[config.mk]
export PLATFORM = sky130hd
export DESIGN_NAME = wshb_arbiter
export DESIGN_NICKNAME = d
export VERILOG_FILES = /design/src/rtl/wshb_arbiter.sv
export SDC_FILE = /design/constraint.sdc
export NUM_CORES = 1
export LEC_CHECK = 0
export CAP_MARGIN = 25
export CORE_AREA = 2 2 132 134
export DETAILED_ROUTE_END_ITERATION = 10
export DIE_AREA = 0 0 134 136
export RECOVER_POWER = 50
export SYNTH_ARGS = -nofsm -noshare
export SYNTH_HDL_FRONTEND = slang
export SYNTH_SLANG_ARGS = --single-unit
export TNS_END_PERCENT = 50
[constraint.sdc]
create_clock -name clk -period 2.7 [get_ports clk]
set_clock_uncertainty 0.15 [all_clocks]
set_input_delay 0.54 -clock clk [delete_from_list [all_inputs] [get_ports clk]]
set_output_delay 0.54 -clock clk [all_outputs]
set_load 0.05 [all_outputs]
[src/rtl/wshb_arbiter.sv]
// Round-robin Wishbone arbiter: NM masters share one slave port, and a grant lasts for the owner's bus cycle.
// A hold limit may preempt a long-running owner at a burst boundary, and the data path stays combinational while a grant is held.
module wshb_arbiter #(
    parameter int NM       = 2,
    parameter int AW       = 32,
    parameter int DW       = 32,
    parameter int MAX_HOLD = 256
) (
    input  logic                   clk,
    input  logic                   rst,
    input  logic [NM-1:0]          m_cyc,
    input  logic [NM-1:0]          m_stb,
    input  logic [NM-1:0]          m_we,
    input  logic [NM*AW-1:0]       m_adr,
    input  logic [NM*DW-1:0]       m_dat_ms,
    input  logic [NM*(DW/8)-1:0]   m_sel,
    input  logic [NM*3-1:0]        m_cti,
    input  logic [NM*2-1:0]        m_bte,
    output logic [NM-1:0]          m_ack,
    output logic [NM-1:0]          m_err,
    output logic [NM-1:0]          m_rty,
    output logic [NM*DW-1:0]       m_dat_sm,
    output logic                   s_cyc,
    output logic                   s_stb,
    output logic                   s_we,
    output logic [AW-1:0]          s_adr,
    output logic [DW-1:0]          s_dat_ms,
    output logic [DW/8-1:0]        s_sel,
    output logic [2:0]             s_cti,
    output logic [1:0]             s_bte,
    input  logic                   s_ack,
    input  logic                   s_err,
    input  logic                   s_rty,
    input  logic [DW-1:0]          s_dat_sm,
    output logic [NM-1:0]          gnt
);

    localparam int SW = DW / 8;
    localparam int IW = (NM > 1) ? $clog2(NM) : 1;
    localparam int CW = (MAX_HOLD > 0) ? $clog2(MAX_HOLD + 1) : 1;
    localparam logic [CW-1:0] HOLD_MAX = CW'(MAX_HOLD);
    localparam logic [IW-1:0] LAST_RST = IW'(NM - 1);

    typedef enum logic {
        IDLE = 1'b0,
        OWN  = 1'b1
    } state_t;

    state_t        state_q, state_d;
    logic [IW-1:0] owner_q, owner_d;
    logic [IW-1:0] last_q, last_d;
    logic [CW-1:0] cnt_q, cnt_d;

    logic [AW-1:0] adr_a [NM];
    logic [DW-1:0] dat_a [NM];
    logic [SW-1:0] sel_a [NM];
    logic [2:0]    cti_a [NM];
    logic [1:0]    bte_a [NM];

    logic [NM-1:0] own_oh;
    logic [IW-1:0] pick;
    logic          found;
    logic          term;
    logic          others_req;
    logic          burst_end;
    logic          at_limit;
    logic          preempt;
    logic [CW-1:0] cnt_inc;

    function automatic logic [IW-1:0] rr_idx(input logic [IW-1:0] base, input int k);
        return IW'((int'(base) + k) % NM);
    endfunction

    for (genvar i = 0; i < NM; i++) begin : g_unpack
        assign adr_a[i] = m_adr[i*AW +: AW];
        assign dat_a[i] = m_dat_ms[i*DW +: DW];
        assign sel_a[i] = m_sel[i*SW +: SW];
        assign cti_a[i] = m_cti[i*3 +: 3];
        assign bte_a[i] = m_bte[i*2 +: 2];
    end

    // Round-robin search starting just after the previous owner
    always_comb begin
        pick  = last_q;
        found = 1'b0;
        for (int k = 1; k <= NM; k++) begin
            if (!found && m_cyc[rr_idx(last_q, k)]) begin
                pick  = rr_idx(last_q, k);
                found = 1'b1;
            end
        end
    end

    always_comb begin
        own_oh = '0;
        for (int i = 0; i < NM; i++) begin
            own_oh[i] = (state_q == OWN) && (owner_q == IW'(i));
        end
    end

    assign gnt = own_oh;

    always_comb begin
        s_cyc    = 1'b0;
        s_stb    = 1'b0;
        s_we     = 1'b0;
        s_adr    = '0;
        s_dat_ms = '0;
        s_sel    = '0;
        s_cti    = '0;
        s_bte    = '0;
        if (state_q == OWN) begin
            s_cyc    = m_cyc[owner_q];
            s_stb    = m_stb[owner_q];
            s_we     = m_we[owner_q];
            s_adr    = adr_a[owner_q];
            s_dat_ms = dat_a[owner_q];
            s_sel    = sel_a[owner_q];
            s_cti    = cti_a[owner_q];
            s_bte    = bte_a[owner_q];
        end
    end

    always_comb begin
        m_ack    = '0;
        m_err    = '0;
        m_rty    = '0;
        m_dat_sm = '0;
        for (int i = 0; i < NM; i++) begin
            m_ack[i]           = own_oh[i] & s_ack;
            m_err[i]           = own_oh[i] & s_err;
            m_rty[i]           = own_oh[i] & s_rty;
            m_dat_sm[i*DW +: DW] = own_oh[i] ? s_dat_sm : '0;
        end
    end

    // Preemption only at a single-beat or end-of-burst termination, once the hold budget is spent
    assign term       = s_ack | s_err | s_rty;
    assign others_req = |(m_cyc & ~own_oh);
    assign burst_end  = (s_cti == 3'b000) || (s_cti == 3'b111);
    assign cnt_inc    = (cnt_q == HOLD_MAX) ? cnt_q : cnt_q + CW'(1);
    assign at_limit   = (cnt_q == HOLD_MAX) || (cnt_inc == HOLD_MAX);
    assign preempt    = (MAX_HOLD != 0) && term && burst_end && at_limit && others_req;

    always_comb begin
        state_d = state_q;
        owner_d = owner_q;
        last_d  = last_q;
        cnt_d   = cnt_q;
        case (state_q)
            IDLE: begin
                if (found) begin
                    state_d = OWN;
                    owner_d = pick;
                    last_d  = pick;
                    cnt_d   = '0;
                end
            end
            OWN: begin
                if (term) begin
                    cnt_d = cnt_inc;
                end
                if (!m_cyc[owner_q] || preempt) begin
                    state_d = IDLE;
                end
            end
            default: state_d = IDLE;
        endcase
    end

    always_ff @(posedge clk or posedge rst) begin
        if (rst) begin
            state_q <= IDLE;
            owner_q <= '0;
            last_q  <= LAST_RST;
            cnt_q   <= '0;
        end else begin
            state_q <= state_d;
            owner_q <= owner_d;
            last_q  <= last_d;
            cnt_q   <= cnt_d;
        end
    end

endmodule

Word level (Yosys, flattened, before mapping)
Index checks and enable logic that the tools add are counted.

Input bits: 189. Register bits: 12. Logic and storage cells: 90. Output and inout bits: 148.

Add/sub/neg operators: 3. Reductions and logical operators: 15. Order comparisons: 4. Mux-type cells: 46. Equal/unequal tests: 5. Bitwise operators: 13.

Operator list (number): 32-bit 2-to-1 mux (10); 9-bit 2-to-1 mux (3); 1-bit 2-to-1 mux (19); 9-bit equality test (second input constant) (2); 9-bit case mux with 2 select lines (1); 4-bit 2-to-1 mux (4); 3-bit 2-to-1 mux (4); 9-bit by 1-bit adder with 9-bit output (second input constant) (1); 2-bit 2-to-1 mux (4); 1-bit bitwise AND (6); 1-bit logical AND (6); 1-bit by 2-bit < comparator with 1-bit output (second input constant) (3); 2-bit AND reduction (2); 3-bit equality test (second input constant) (1); 3-bit zero test (1); 1-bit logical OR (3); 1-bit adder (second input constant) (2); 2-bit bitwise AND (1); 2-bit >= comparator (second input constant) (1); 1-bit zero test (2); 2-bit by 1-bit inequality test with 1-bit output (second input constant) (1); 2-bit inequality test (second input constant) (1); 1-bit inverter (2); 1-bit inverter with 2-bit output (1); 4 further kinds (5).

Longest topological paths before layout
Word-level depth: 13. Mapped depth: 7. Gate-level depth less buffers: 7.

Least setup slack after synthesis
OpenSTA, ideal clock, no wires.

Path type: register to output. Start point: register owner_q. End point: output s_adr[27]. Path slack: 0.179 ns. Stages on the path, launching flop included: 6. Path buffers: 3. Data arrival time: 1.831 ns. Cells stage by stage: dfrtp_1 -> clkbuf_1 -> buf_2 -> buf_1 -> mux2i_1 -> nor2_1.

Longest elaborated chain between the ends: 5.

RTL lines: start, declared (RTL line 50) `logic [IW-1:0] owner_q, owner_d;`; start signal, assigned (RTL line 179) `owner_q <= owner_d;`; 1-bit inverter with 2-bit output (not written as such) (RTL line 116) `s_adr = adr_a[owner_q];`; 32-bit 2-to-1 mux (not written as such) (3 in series) (RTL line 116); 32-bit 2-to-1 mux (RTL line 112) `if (state_q == OWN) begin`; end, declared (RTL line 26) `output logic [AW-1:0] s_adr,`.

No other way between the ends. The select of a mux whose other input is x is not followed.

Worst setup path after layout
Start point: input m_cyc[0]. End point: output s_cyc.

Longest elaborated chain between the ends: 3.

RTL lines: start, declared (RTL line 11) `input logic [NM-1:0] m_cyc,`; 1-bit 2-to-1 mux (not written as such) (2 in series) (RTL line 113) `s_cyc = m_cyc[owner_q];`; 1-bit 2-to-1 mux (RTL line 112); end, declared (RTL line 23) `output logic s_cyc,`.

No other way between the ends. The select of a mux whose other input is x is not followed.

==> summary.txt <==
DIE AREA = 0.0182 mm^2
Slew Limit Fails = 0
Rows = 48
async set-reset flop share out of synthesis = 100%
Critical Path Max Stage Delay = 0.64 ns
reg2reg end = state_q
Post-DP HPWL = 12200 um
WP depth = 4
cell count of the worst reg-to-reg path = 7
relative slew slack = 57.4%
# diodes = 0
Initial DRT Pass Iterations = 4
Critical Path Source = m_cyc[0]
worst setup margin = 0.174 ns
Final ANT Viol Nets = 0
top_reg_cell synth = dfrtp_1
Synth top area share = 31.7%
Placed Instances = 889
RSZ-0062 raised after global routing = no
Critical Setup Path Class = input pin to primary output
dpl ws = -0.00743 ns
sequential-to-total area share from yosys stat = 12.4%
grt total ovfl = 0
Unique masters post-synth = 40
critical path's top delay family = buffers and inverters
synth-to-layout area growth = 183%
register bit total from synthesis = 12
CTS Sinks = 12
post-synth top area cell = mux2i_1
I/O pin cnt = 337
H-tree levels = 1
chip width = 134 um
most common cell in the synthesized netlist = nor2_1
Final GP Congestion = 0.796
hold_sp = last_q
reg-to-reg startpoint = cnt_q[0]
clock latency on the worst-skew pair = 0.24 ns
Hold Violations, Final = 0
Final Critical Period = 2.53 ns
P_leak = 0.00334 uW
max cap viols = 0
cell area after synthesis = 0.00243 mm^2
period utilization = 93.6%
Peak Freq = 396 MHz
actual slew at the worst max-slew pin = 0.642 ns
status = finished clean
first-pass GRT wire length = 20700 um
Worst path slowest cell = dlygate4sd3_1
Starting Density = 14.4%
Clock transition at path regs = 0.04 ns
Remaining DRCs = 0
syn nets = 541
Post-synth EDFFs = 0
Hold Path End = last_q
port bufs = 336
hold path depth = 2
Hold Path Class = flop to flop
number of CTS-inserted buffers = 3
Clock Tree Buf Depth = 2
peak fanout along the critical path = 6
R2R Setup Slk = 0.47 ns
Startpoint Class = input pin
Die Y = 136 um
VDD IR max = 0.000515 V
crit end category = primary output
CTS Hold Bufs = 0
top cells by area, synth = mux2i_1, nor2_1, dfrtp_1
routed length per instance = 16.0 um
initial drt markers = 82
final setup vio count = 0
via count = 3687
Syn Area/Cell = 6.96 um^2
Root Driver = clkbuf_16
Warnings, synthesis = 0
Cell Pwr Density = 1270 mW/mm^2
vias in the first global route = 3607
CP required = 2.01 ns
final wirelength = 14300 um
core region area = 0.0169 mm^2
Setup Fix Bufs, Post-CTS = 0
leading cell types by count after synthesis = nor2_1, mux2i_1, and3_1
initial antenna violation count = 0
TritonCTS clock tree = yes
CP cell instances = dlygate4sd3_1 > mux2i_1 > nor2_1 > dlymetal6s2s_1
nets@finish = 860
layout cells sized above 1 = 17.5%
Mapped Cells = 350
largest net degree at the start of global routing = 42
total track usage = 14.3%
Via density = 4.13
Final Power = 8770 uW
CP arrival = 1.84 ns
Buf/Inv on CP = 2
Finished Layout Cells = 893
post-layout util = 40.9%
[what timing repair did]
item | CTS | global route
hold endpoints to repair | 0 | 0
resized for setup | 0 | 1
setup endpoints to repair | 0 | 1
[worst max path at each step]
stage / endpoint
5_1_grt: s_cyc
3_3_place_gp: s_cti[0]
4_1_cts: s_cti[0]
2_1_floorplan: s_adr[27]
6_report: s_cyc
3_5_place_dp: state_q
[registers in the layout, indices dropped and copies added (netlist names)]
name,count
last_q,1
owner_q,1
cnt_q,9
state_q,1
[power breakdown]
part           switching [uW]  internal (uW)
combinational            4880           3230
sequential                112            239
clock                    76.9            224
[cells by family after synthesis]
logic type,share of synthesized area (%)
flip-flops,12.4
AO/OA/AOI/OAI,8.99
multiplexers,31.7
buffers and inverters,6.73
XOR/XNOR,0.720
adder cells (fa/ha/maj),1.03
AND/OR/NAND/NOR,38.5
[cell type report]
cell class / count / area [um^2]
clock buffer: 4 / 88.8
fill: 1705 / 9980
inverter: 8 / 30.0
multi-input combinational: 299 / 1980
sequential: 12 / 305
tap: 225 / 282
timing repair buffer: 345 / 4220
[layer usage]
| layer | global-route usage (%) | vias up | part of all wire [%] | wire (um) |
|---|---|---|---|---|
| met4 | 2.19 | 0 | 1.3 | 189 |
| li1 | - | 1842 | - | - |
| met2 | 25.5 | 216 | 50 | 7150 |
| met3 | 3.91 | 10 | 8.7 | 1230 |
| met1 | 17.6 | 1619 | 40 | 5690 |
| met5 | 0 | - | 0 | 0 |
[placed cells by master (no fill, tap or decap), drive strengths merged, types with 4 or more instances in the layout]
cell             n
o31ai            4
clkdlybuf4s50  186
dfrtp           11
nand2           15
dlymetal6s2s    23
o21ai           13
and2            35
mux2i           77
buf             99
inv              8
and3            36
nor2            83
clkbuf          39
[through the flow]
step / instance area (um^2) / hold slack [ns] / TNS (ns)
after floorplan: 2430 / 0.254 / 0
after global placement: 7540 / 0.332 / 0
after detailed placement: 7540 / 0.344 / -0.00743
after CTS: 7630 / 0.350 / 0
after global routing: 6900 / 0.396 / 0
final: 6900 / 0.343 / 0
[worst min-delay path: stages (launching register included)]
cell and delay [ns]:
dfstp_2 0.37, nand2_1 0.04, o21ai_0 0.07
Note: power is estimated with default switching activity, not from simulation.
==> variant (same flow settings) <==
Set the parameter `MAX_HOLD` to 128 (it was 256).
--- a/src/rtl/wshb_arbiter.sv
+++ b/src/rtl/wshb_arbiter.sv
@@ -6,3 +6,3 @@
     parameter int DW       = 32,
-    parameter int MAX_HOLD = 256
+    parameter int MAX_HOLD = 128
 ) (
Check against the original RTL: no difference found for any inputs over 4 cycles, from zero or initial values and one cycle with rst high; that may be too few to reach the edited logic, so the function may still have changed.
==> variant against the unedited design <==
- critical path depth is 1 higher
- global-route usage is 0.83 points higher
- sequential share of layout area is 0.35 points lower
- clock power decreased by 7.0%
- worst setup slack worse by 0.021 ns
- total power increased by 1.6%
- sequential cell count decreased by 1
- area after synthesis fell by 1.3%
- sequential power fell by 2%
- register-to-register slack better by 0.21 ns
- die area unchanged
- routed wire length rose by 6.0%
- cell area is 0.34% lower
- largest cell class unchanged
- largest power group unchanged
- highest routed layer unchanged
==> variant: results (changes against the unedited design) <==
Vias after detailed routing: 3679 (-0.22%). Yosys attributes the largest share of cell area to mux2i_1 33%, nor2_1 13%, dfrtp_1 10%. The total nets after synthesis was 534 (-1.3%). The average footprint of a synthesized cell came out at 7.00 um^2 (+0.68%). The share of the yosys chip area belonging to registers was 11.5% (-0.87 points). The final layout net count came out at 858 (-0.23%). The slowest stage cell on the critical path was dfrtp_4.

The number of antenna violations at the first check in global routing was 0 (unchanged); the distinct cell type count of the synthesized netlist was 42 (+5.0%). Total placed cells including tap cells: 887 (-0.22%). The logs give 1.86 ns (+0.02 ns) for the arrival time at the worst endpoint and 21600 um (+4.5%) for the global-route wire length before repair. The logs give 0.640 mV (+24%) for the peak supply drop and 0.340 ns (+0.348 ns) for the pre-CTS worst setup slack.

The adder and majority gate portion of the synthesized area is 1.04% (+0.014 points), and the detailed-route vias per instance is 4.13 (about the same). The static leakage power was 3.26 nW (-2.5%). Max-slew headroom at the worst pin: 54.5% (-2.9 points). The kind of cell adding the most delay to the critical path was buffers and inverters.

Maximum net fanout on the critical path: 20 (+14). The routed length on met3 is 1480 um (+20%), and the longest individual stage delay on the worst path is 0.58 ns (-0.06 ns). The run gives 15100 um (+6.0%) as the overall routed net length.

The run gives 4 (unchanged) as the number of optimization iterations in the first detailed-route pass. The placed instance area was 0.00752 mm^2 (-0.25%). The proportion of synthesized area in mux cells came out at 32.5% (+0.85 points). The power dissipated by switching net loads is 5.13 mW (+1.1%), and the compound-gate portion of the synthesized area is 9.84% (+0.85 points). Ranked by instance count, the synthesized netlist is headed by 81 x nor2_1, 78 x mux2i_1, 36 x and2_1, 36 x and3_1, 18 x clkbuf_1. For the number of design-rule violations left by the first detailed-router iteration, the log shows 139 (+70%). The flow ran to the end, and the final reports show no timing, DRC or antenna violations.

The run gives 60 (+43%) as the maximum number of pins on one net before global-route repair. The run gives 7540 um (+5.5%) as the detailed route wirelength on metal2. For the final HPWL from detailed placement, the log shows 12800 um (+4.4%).

The share of layout cells above drive strength 1 is 24.2% (+6.7 points). The aggregate global-route resource usage came out at 15.2% (+0.83 points). The via count of the first global-routing pass is 3644 (+1.0%), and the flip-flop count of the largest register, all copies and words added is 8 (-1).
-- variant: layout make-up --
cell class | instances | area, um^2
flip-flops and latches | 11 | 280
clock inverters | 1 | 5.00
repair buffers | 350 | 4250
fillers | 1685 | 10000
inverters | 7 | 26.3
multi-input cells | 294 | 1960
well taps | 225 | 282
clock buffers | 3 | 75.1
-- variant: final timing paths --
check | startpoint | end | slack (ns)
worst max-delay path | owner_q$_DFFE_PP0P_ | s_dat_ms[5] | 0.15
worst min-delay path | last_q$_DFFE_PP1P_ | last_q$_DFFE_PP1P_ | 0.34
worst max register to register | state_q$_DFF_PP0_ | cnt_q[0]$_DFFE_PP0P_ | 0.68
worst min register to register | last_q$_DFFE_PP1P_ | last_q$_DFFE_PP1P_ | 0.34
max in group asynchronous | rst | owner_q$_DFFE_PP0P_ | 1.45
min in group asynchronous | rst | cnt_q[4]$_DFFE_PP0P_ | 0.59
-- variant: power groups by stage --
| stage | registers, mW | clock network (mW) | logic [mW] |
|---|---|---|---|
| 2_1_floorplan | 0.269 | 0 | 4.72 |
| 6_report | 0.345 | 0.279 | 8.28 |
| 3_3_place_gp | 0.345 | 0 | 9.35 |
| 4_1_cts | 0.347 | 0.287 | 9.39 |
| 3_5_place_dp | 0.350 | 0 | 9.37 |
| 5_1_grt | 0.359 | 0.297 | 8.64 |
-- variant: worst register-to-register path: stages, from the launching register on --
cell and delay [ns]:
dfrtp_1 0.38, buf_4 0.25, o31ai_1 0.13, clkbuf_1 0.39
o21a_1 0.33, o21ba_2 0.20, a21oi_1 0.13
-- variant: per-layer routing --
layer  GRT usage (%)  vias up
met5               0        -
met4            3.31        0
met3            4.74       17
met2            27.1      209
met1            17.8     1618
li1                -     1835
